`src/rtl/adder_accumulator_pkg.sv`:
```
// Shared constants and encodings for the adder-accumulator datapath.
// Imported by the interface, ALU and top.
package adder_accumulator_pkg;

    localparam int WIDTH_DEF = 8;

    typedef enum logic [1:0] {
        OUT_A     = 2'b00,
        OUT_B     = 2'b01,
        OUT_ALU   = 2'b10,
        OUT_FLAGS = 2'b11
    } out_sel_e;

endpackage

```
`src/rtl/adder_accumulator_if.sv`:
```
// Control/data bundle between the pad wrapper and the datapath.
// master drives controls and din; slave drives the output bus and flags.
interface adder_accumulator_if
    import adder_accumulator_pkg::*;
#(
    parameter int WIDTH = WIDTH_DEF
);
    logic [WIDTH-1:0] din;
    logic             load_a;
    logic             load_b;
    logic             sub;
    logic             acc;
    logic             out_en;
    logic [1:0]       out_sel;
    logic [WIDTH-1:0] bus_out;
    logic [WIDTH-1:0] bus_oe;
    logic             cf;
    logic             zf;

    modport master (
        output din,
        output load_a,
        output load_b,
        output sub,
        output acc,
        output out_en,
        output out_sel,
        input  bus_out,
        input  bus_oe,
        input  cf,
        input  zf
    );

    modport slave (
        input  din,
        input  load_a,
        input  load_b,
        input  sub,
        input  acc,
        input  out_en,
        input  out_sel,
        output bus_out,
        output bus_oe,
        output cf,
        output zf
    );
endinterface

```
`src/rtl/adder_accumulator_alu.sv`:
```
// Combinational adder/subtractor: a + b, or a + ~b + 1 when sub is set.
// carry is the bit-out of the MSB; for subtraction it means "no borrow".
module adder_accumulator_alu
    import adder_accumulator_pkg::*;
#(
    parameter int WIDTH = WIDTH_DEF
) (
    input  logic [WIDTH-1:0] a,
    input  logic [WIDTH-1:0] b,
    input  logic             sub,
    output logic [WIDTH-1:0] result,
    output logic             carry,
    output logic             zero
);
    logic [WIDTH-1:0] b_op;
    logic [WIDTH:0]   sum;

    assign b_op = sub ? ~b : b;

    always_comb begin
        sum = {1'b0, a} + {1'b0, b_op} + {{WIDTH{1'b0}}, sub};
    end

    assign result = sum[WIDTH-1:0];
    assign carry  = sum[WIDTH];
    assign zero   = (sum[WIDTH-1:0] == '0);
endmodule

```
`src/rtl/adder_accumulator.sv`:
```
// 8-bit accumulator datapath: registers A and B, ALU write-back into A
// with registered carry/zero flags, and a gated output mux.
module adder_accumulator
    import adder_accumulator_pkg::*;
#(
    parameter int WIDTH = WIDTH_DEF
) (
    input  logic                clk,
    input  logic                rst,
    input  logic                ena,
    adder_accumulator_if.slave  bus
);
    logic [WIDTH-1:0] a_q;
    logic [WIDTH-1:0] b_q;
    logic             cf_q;
    logic             zf_q;
    logic [WIDTH-1:0] alu_r;
    logic             alu_c;
    logic             alu_z;
    logic [WIDTH-1:0] mux_out;

    adder_accumulator_alu #(
        .WIDTH (WIDTH)
    ) u_alu (
        .a      (a_q),
        .b      (b_q),
        .sub    (bus.sub),
        .result (alu_r),
        .carry  (alu_c),
        .zero   (alu_z)
    );

    // acc wins over load_a; B loads independently and the ALU sees old B
    always_ff @(posedge clk or posedge rst) begin
        if (rst) begin
            a_q  <= '0;
            b_q  <= '0;
            cf_q <= 1'b0;
            zf_q <= 1'b0;
        end else if (ena) begin
            if (bus.acc) begin
                a_q  <= alu_r;
                cf_q <= alu_c;
                zf_q <= alu_z;
            end else if (bus.load_a) begin
                a_q <= bus.din;
            end
            if (bus.load_b) begin
                b_q <= bus.din;
            end
        end
    end

    always_comb begin
        mux_out = '0;
        if (bus.out_en) begin
            unique case (bus.out_sel)
                OUT_A:     mux_out = a_q;
                OUT_B:     mux_out = b_q;
                OUT_ALU:   mux_out = alu_r;
                OUT_FLAGS: mux_out = {{(WIDTH-2){1'b0}}, cf_q, zf_q};
            endcase
        end
    end

    assign bus.bus_out = mux_out;
    assign bus.bus_oe  = {WIDTH{bus.out_en}};
    assign bus.cf      = cf_q;
    assign bus.zf      = zf_q;
endmodule

```
`src/flat_wrapper.sv`:
```
// flat-port wrapper written by rule: the top's interface ports become plain ports
module adder_accumulator_flat import adder_accumulator_pkg::*;
#(
    parameter int WIDTH = WIDTH_DEF
)
  (clk, rst, ena, bus_din, bus_load_a, bus_load_b, bus_sub, bus_acc, bus_out_en, bus_out_sel, bus_bus_out, bus_bus_oe, bus_cf, bus_zf);
  adder_accumulator_if #(.WIDTH(WIDTH)) bus_i ();
  input  logic clk;
  input  logic rst;
  input  logic ena;
  input wire logic [$bits(bus_i.din)-1:0] bus_din;
  input wire logic [$bits(bus_i.load_a)-1:0] bus_load_a;
  input wire logic [$bits(bus_i.load_b)-1:0] bus_load_b;
  input wire logic [$bits(bus_i.sub)-1:0] bus_sub;
  input wire logic [$bits(bus_i.acc)-1:0] bus_acc;
  input wire logic [$bits(bus_i.out_en)-1:0] bus_out_en;
  input wire logic [$bits(bus_i.out_sel)-1:0] bus_out_sel;
  output wire logic [$bits(bus_i.bus_out)-1:0] bus_bus_out;
  output wire logic [$bits(bus_i.bus_oe)-1:0] bus_bus_oe;
  output wire logic [$bits(bus_i.cf)-1:0] bus_cf;
  output wire logic [$bits(bus_i.zf)-1:0] bus_zf;
  assign bus_i.din = bus_din;
  assign bus_i.load_a = bus_load_a;
  assign bus_i.load_b = bus_load_b;
  assign bus_i.sub = bus_sub;
  assign bus_i.acc = bus_acc;
  assign bus_i.out_en = bus_out_en;
  assign bus_i.out_sel = bus_out_sel;
  assign bus_bus_out = bus_i.bus_out;
  assign bus_bus_oe = bus_i.bus_oe;
  assign bus_cf = bus_i.cf;
  assign bus_zf = bus_i.zf;
  adder_accumulator #(.WIDTH(WIDTH)) u_core (.clk(clk), .rst(rst), .ena(ena), .bus(bus_i));
endmodule
```
`config.mk`:
```
export PLATFORM = sky130hd
export DESIGN_NAME = adder_accumulator_flat
export DESIGN_NICKNAME = d
export VERILOG_FILES = /design/src/rtl/adder_accumulator_pkg.sv /design/src/rtl/adder_accumulator_if.sv /design/src/rtl/adder_accumulator_alu.sv /design/src/rtl/adder_accumulator.sv /design/src/flat_wrapper.sv
export SDC_FILE = /design/constraint.sdc
export NUM_CORES = 1
export LEC_CHECK = 0
export ABC_CLOCK_PERIOD_IN_PS = 8750
export CAP_MARGIN = 30
export CORE_MARGIN = 5
export CORE_UTILIZATION = 50
export CTS_CLUSTER_DIAMETER = 100
export DETAILED_ROUTE_END_ITERATION = 8
export GPL_TIMING_DRIVEN = 1
export MAX_ROUTING_LAYER = met4
export PLACE_DENSITY = 0.81
export SYNTH_ARGS = -nofsm -noshare
export SYNTH_HDL_FRONTEND = slang
export SYNTH_SLANG_ARGS = --single-unit
export TNS_END_PERCENT = 30
```
`constraint.sdc`:
```
create_clock -name clk -period 8.75 [get_ports clk]
set_clock_uncertainty 0.15 [all_clocks]
set_input_delay 1.75 -clock clk [delete_from_list [all_inputs] [get_ports clk]]
set_output_delay 1.75 -clock clk [all_outputs]
set_load 0.01 [all_outputs]
```
==> impl_summary.txt <==
----------------------------------------------------
[Routing]
  Number of design-rule violations left by the first detailed-router iteration ... 57
  Number of nets still failing antenna checks after routing ... 0
  Total met2 wirelength after detailed routing ... 2.01 mm
  Post-route DRC violation count ... 0
  Final wirelength ... about 4 mm
  M1 wire length ... around 1.7 mm
  Via count ... 1381
  Routed vias/inst ... 5.83
  Max layer used ... met4
  Detailed-routing iteration count for the pre-antenna-repair pass ... 4
  Wire length per cell after detailed routing ... about 17 µm
  Routed length on met3 ... around 200 µm

[Synth]
  Most common flop cell mapped by yosys ... dfrtp_1
  Synth cell types ... between 40 and 50
  Number of synthesis warnings ... 0
  Gate Count Post-Synth ... roughly 170
  Leading post-synthesis cells by cell area ... dfrtp_1 (28%), mux2_2 (5.6%), ha_1 (5.4%)
  Number of enable-type register cells in the synthesized netlist ... 0
  Share of the yosys chip area belonging to registers ... between 20 and 30%
  Post-synth ARST share ... between 90% and 100%
  Flip-flop and latch count after synthesis ... 18
  Yosys top cell by area ... dfrtp_1
  Area of the mapped netlist ... approximately 0.0016 mm²
  Fraction of post-synthesis cell area in the top cell type by area ... between 20% and 30%
  Mean instance size in the synthesized netlist ... approximately 9.6 µm²
  Syn Nets ... slightly below 200

[Die]
  Die Area ... 0.00448 mm²
  Core ar. ... just over 0.003 mm²
  Vert. Die Dim ... between 60 and 70 µm
  Die W ... between 60 and 70 µm
  Effective utilization at floorplan ... between 50% and 60%
  Number of ports placed on the die boundary ... 36
  Placement row count ... 20

[Critical path]
  Worst Setup End Kind ... output port
  Critical path fanouts, max ... 8
  Crit Path Category ... input pin to output port
  Required time reported for the critical path endpoint ... 6.85 ns
  Worst EP arrival ... 4.89 ns
  Reg2reg setup slack ... 5.85 ns
  Nature of the critical path startpoint ... input pin

[Clocking]
  Quantity of hold-fixing buffers added after cts ... 0
  Cell at the root of the clock tree ... clkbuf_4
  Clock edge transition at the registers on the reported setup and hold paths ... about 0.09 ns
  TritonCTS buffer count ... 3
  Number of cells upsized or downsized after cts ... 0
  Deepest clock path buffer count ... 2
  TritonCTS clock tree ... yes
  # H-tree levels ... 1
  Clock Sink Count ... 18
  Clk_lat worst skew ... about 0.29 ns
  Post-CTS Setup Bufs ... 0

[STA]
  Final critical delay including setup and external delays ... ~6.8 ns
  Maximum clock frequency ... 147 MHz
  Setup repair after global routing missed its margin ... false
  Hold violation count in the final report ... 0
  Number of setup violations in the final report ... 0
  Least-Margin Pin Slew ... roughly 0.65 ns
  Relative max-transition margin ... between 50% and 60%
  Sum Neg Setup Slack ... 0 ns
  Fraction of the cycle the final worst path needs ... 77.6%
  Max-slew violations ... 0

[Worst hold path]
  Min-Delay Path Class ... flip-flop to flip-flop

[Power]
  PwrDens ... 278 mW/mm²
  Max VDD drop ... 141 µV
  Total Power Consumption ... about 0.54 mW
  Static leakage ... between 0.7 and 0.8 nW

[Global routing]
  Antenna violations before repair ... 0
  First-pass GRT wire length ... ~6.7 mm
  Total global-route track usage ... about 20%
  Global route overflow ... 0
  Pin count of the biggest net entering global routing ... 19
  Via count of the first global-routing pass ... 1388

[Final layout]
  Antenna diode count ... 0
  Finished Layout Cells ... around 240
  Register cell area after layout ... between 400 and 500 µm²
  Post-layout util ... between 60% and 70%
  Fraction of layout cells with a size suffix above 1 ... 12.4%
  Fill cell instance count of the final layout ... around 260
  Area growth from synthesis to layout ... 20.5%
  Area of the multi-input gates ... between 0.001 and 0.0015 mm²
  Post-layout net count ... 220

[Placed design]
  Number of cells after detailed placement ... ~230
  Global placer's final weighted congestion ... ~0.95
  IO buf count ... 35
  Total half-perimeter wirelength after legalization and detailed placement ... around 3.2 mm

[Run]
  Max capacitance violation total ... 0

[Status]
  Status ... finished clean

----------------------------------------------------
-- metrics by stage --
stage	setup WS [ns]	hold slack, ns	area [µm²]
2_1_floorplan	3.26	0.339	1620
3_3_place_gp	2.08	0.369	1920
3_5_place_dp	1.97	0.388	1920
4_1_cts	1.97	0.413	1960
5_1_grt	1.78	0.448	1960
6_report	1.96	0.411	1960
-- area by class of cell --
cell class                 instances  area share [%]
clock buffer                       4            1.86
sequential                        18            23.0
multi-input combinational        131            53.4
timing repair buffer              35            17.9
inverter                           5           0.960
tap                               44            2.82
-- per-layer routing --
layer,vias up,global-route usage [%]
met5,-,-
met4,0,5.57
met3,4,1.69
met2,46,33.5
met1,663,25.4
li1,668,-
-- flip-flops by register name (all words and copies together) (netlist names) --
name / count
u_core.a_q: 8
u_core.b_q: 8
u_core.bus.cf: 1
u_core.bus.zf: 1
-- synth_stat cells (all sizes together), types with 2 or more instances --
library cell,n
nor3b,3
nand2,10
inv,5
o22a,3
mux2,8
o21ai,8
nand2b,4
nand3,4
ha,7
buf,12
xor2,10
or3,3
clkbuf,3
nor3,2
a21oi,11
dfrtp,18
o22ai,4
o32ai,4
mux2i,9
and2,9
o211ai,2
nor2,6
nand4,3
-- kinds of logic after synthesis --
| logic type | after synthesis | share of synthesized area (%) |
|---|---|---|
| simple gates | 52 | 20.4 |
| compound gates | 43 | 18.7 |
| mux | 18 | 13.3 |
| flops | 18 | 27.8 |
| buf+inv | 20 | 7.86 |
| xor+xnor | 10 | 5.40 |
| fa+ha+maj | 8 | 6.63 |
-- placed cells by master, fill, tap and decap left out, drive strengths merged, types with 5 or more instances in the layout --
| cell type | n |
|---|---|
| o21ai | 8 |
| and2 | 9 |
| inv | 5 |
| mux2i | 9 |
| mux2 | 8 |
| a21oi | 11 |
| dfrtp | 18 |
| nand2 | 10 |
| clkdlybuf4s50 | 35 |
| xor2 | 10 |
| nor2 | 6 |
| ha | 7 |
-- worst max-delay path: stages --
cell             delay [ns]
clkdlybuf4s50_1        0.65
mux2i_4                0.33
inv_1                  0.09
fa_1                   0.40
a211o_1                0.35
a311oi_2               0.30
o211ai_1               0.20
o22ai_1                0.13
and2_1                 0.14
clkdlybuf4s50_1        0.53
-- report_power, final --
part / switching (mW) / internal (mW)
sequential: 0.0319 / 0.107
clock: 0.0240 / 0.0253
combinational: 0.190 / 0.165
-- path summary, 6_finish.rpt --
path / cells past startpoint / to / startpoint
worst max-delay path: 10 / bus_bus_out[6] / bus_sub
worst min-delay path: 2 / u_core.a_q[5]$_DFFE_PP0P_ / u_core.a_q[5]$_DFFE_PP0P_
worst max register to register: 8 / u_core.bus.zf$_DFFE_PP0P_ / u_core.b_q[0]$_DFFE_PP0P_
worst min register to register: 2 / u_core.a_q[5]$_DFFE_PP0P_ / u_core.a_q[5]$_DFFE_PP0P_
max in group asynchronous: 2 / u_core.bus.zf$_DFFE_PP0P_ / rst
min in group asynchronous: 2 / u_core.a_q[4]$_DFFE_PP0P_ / rst
Power figures use the tool's default switching activity.
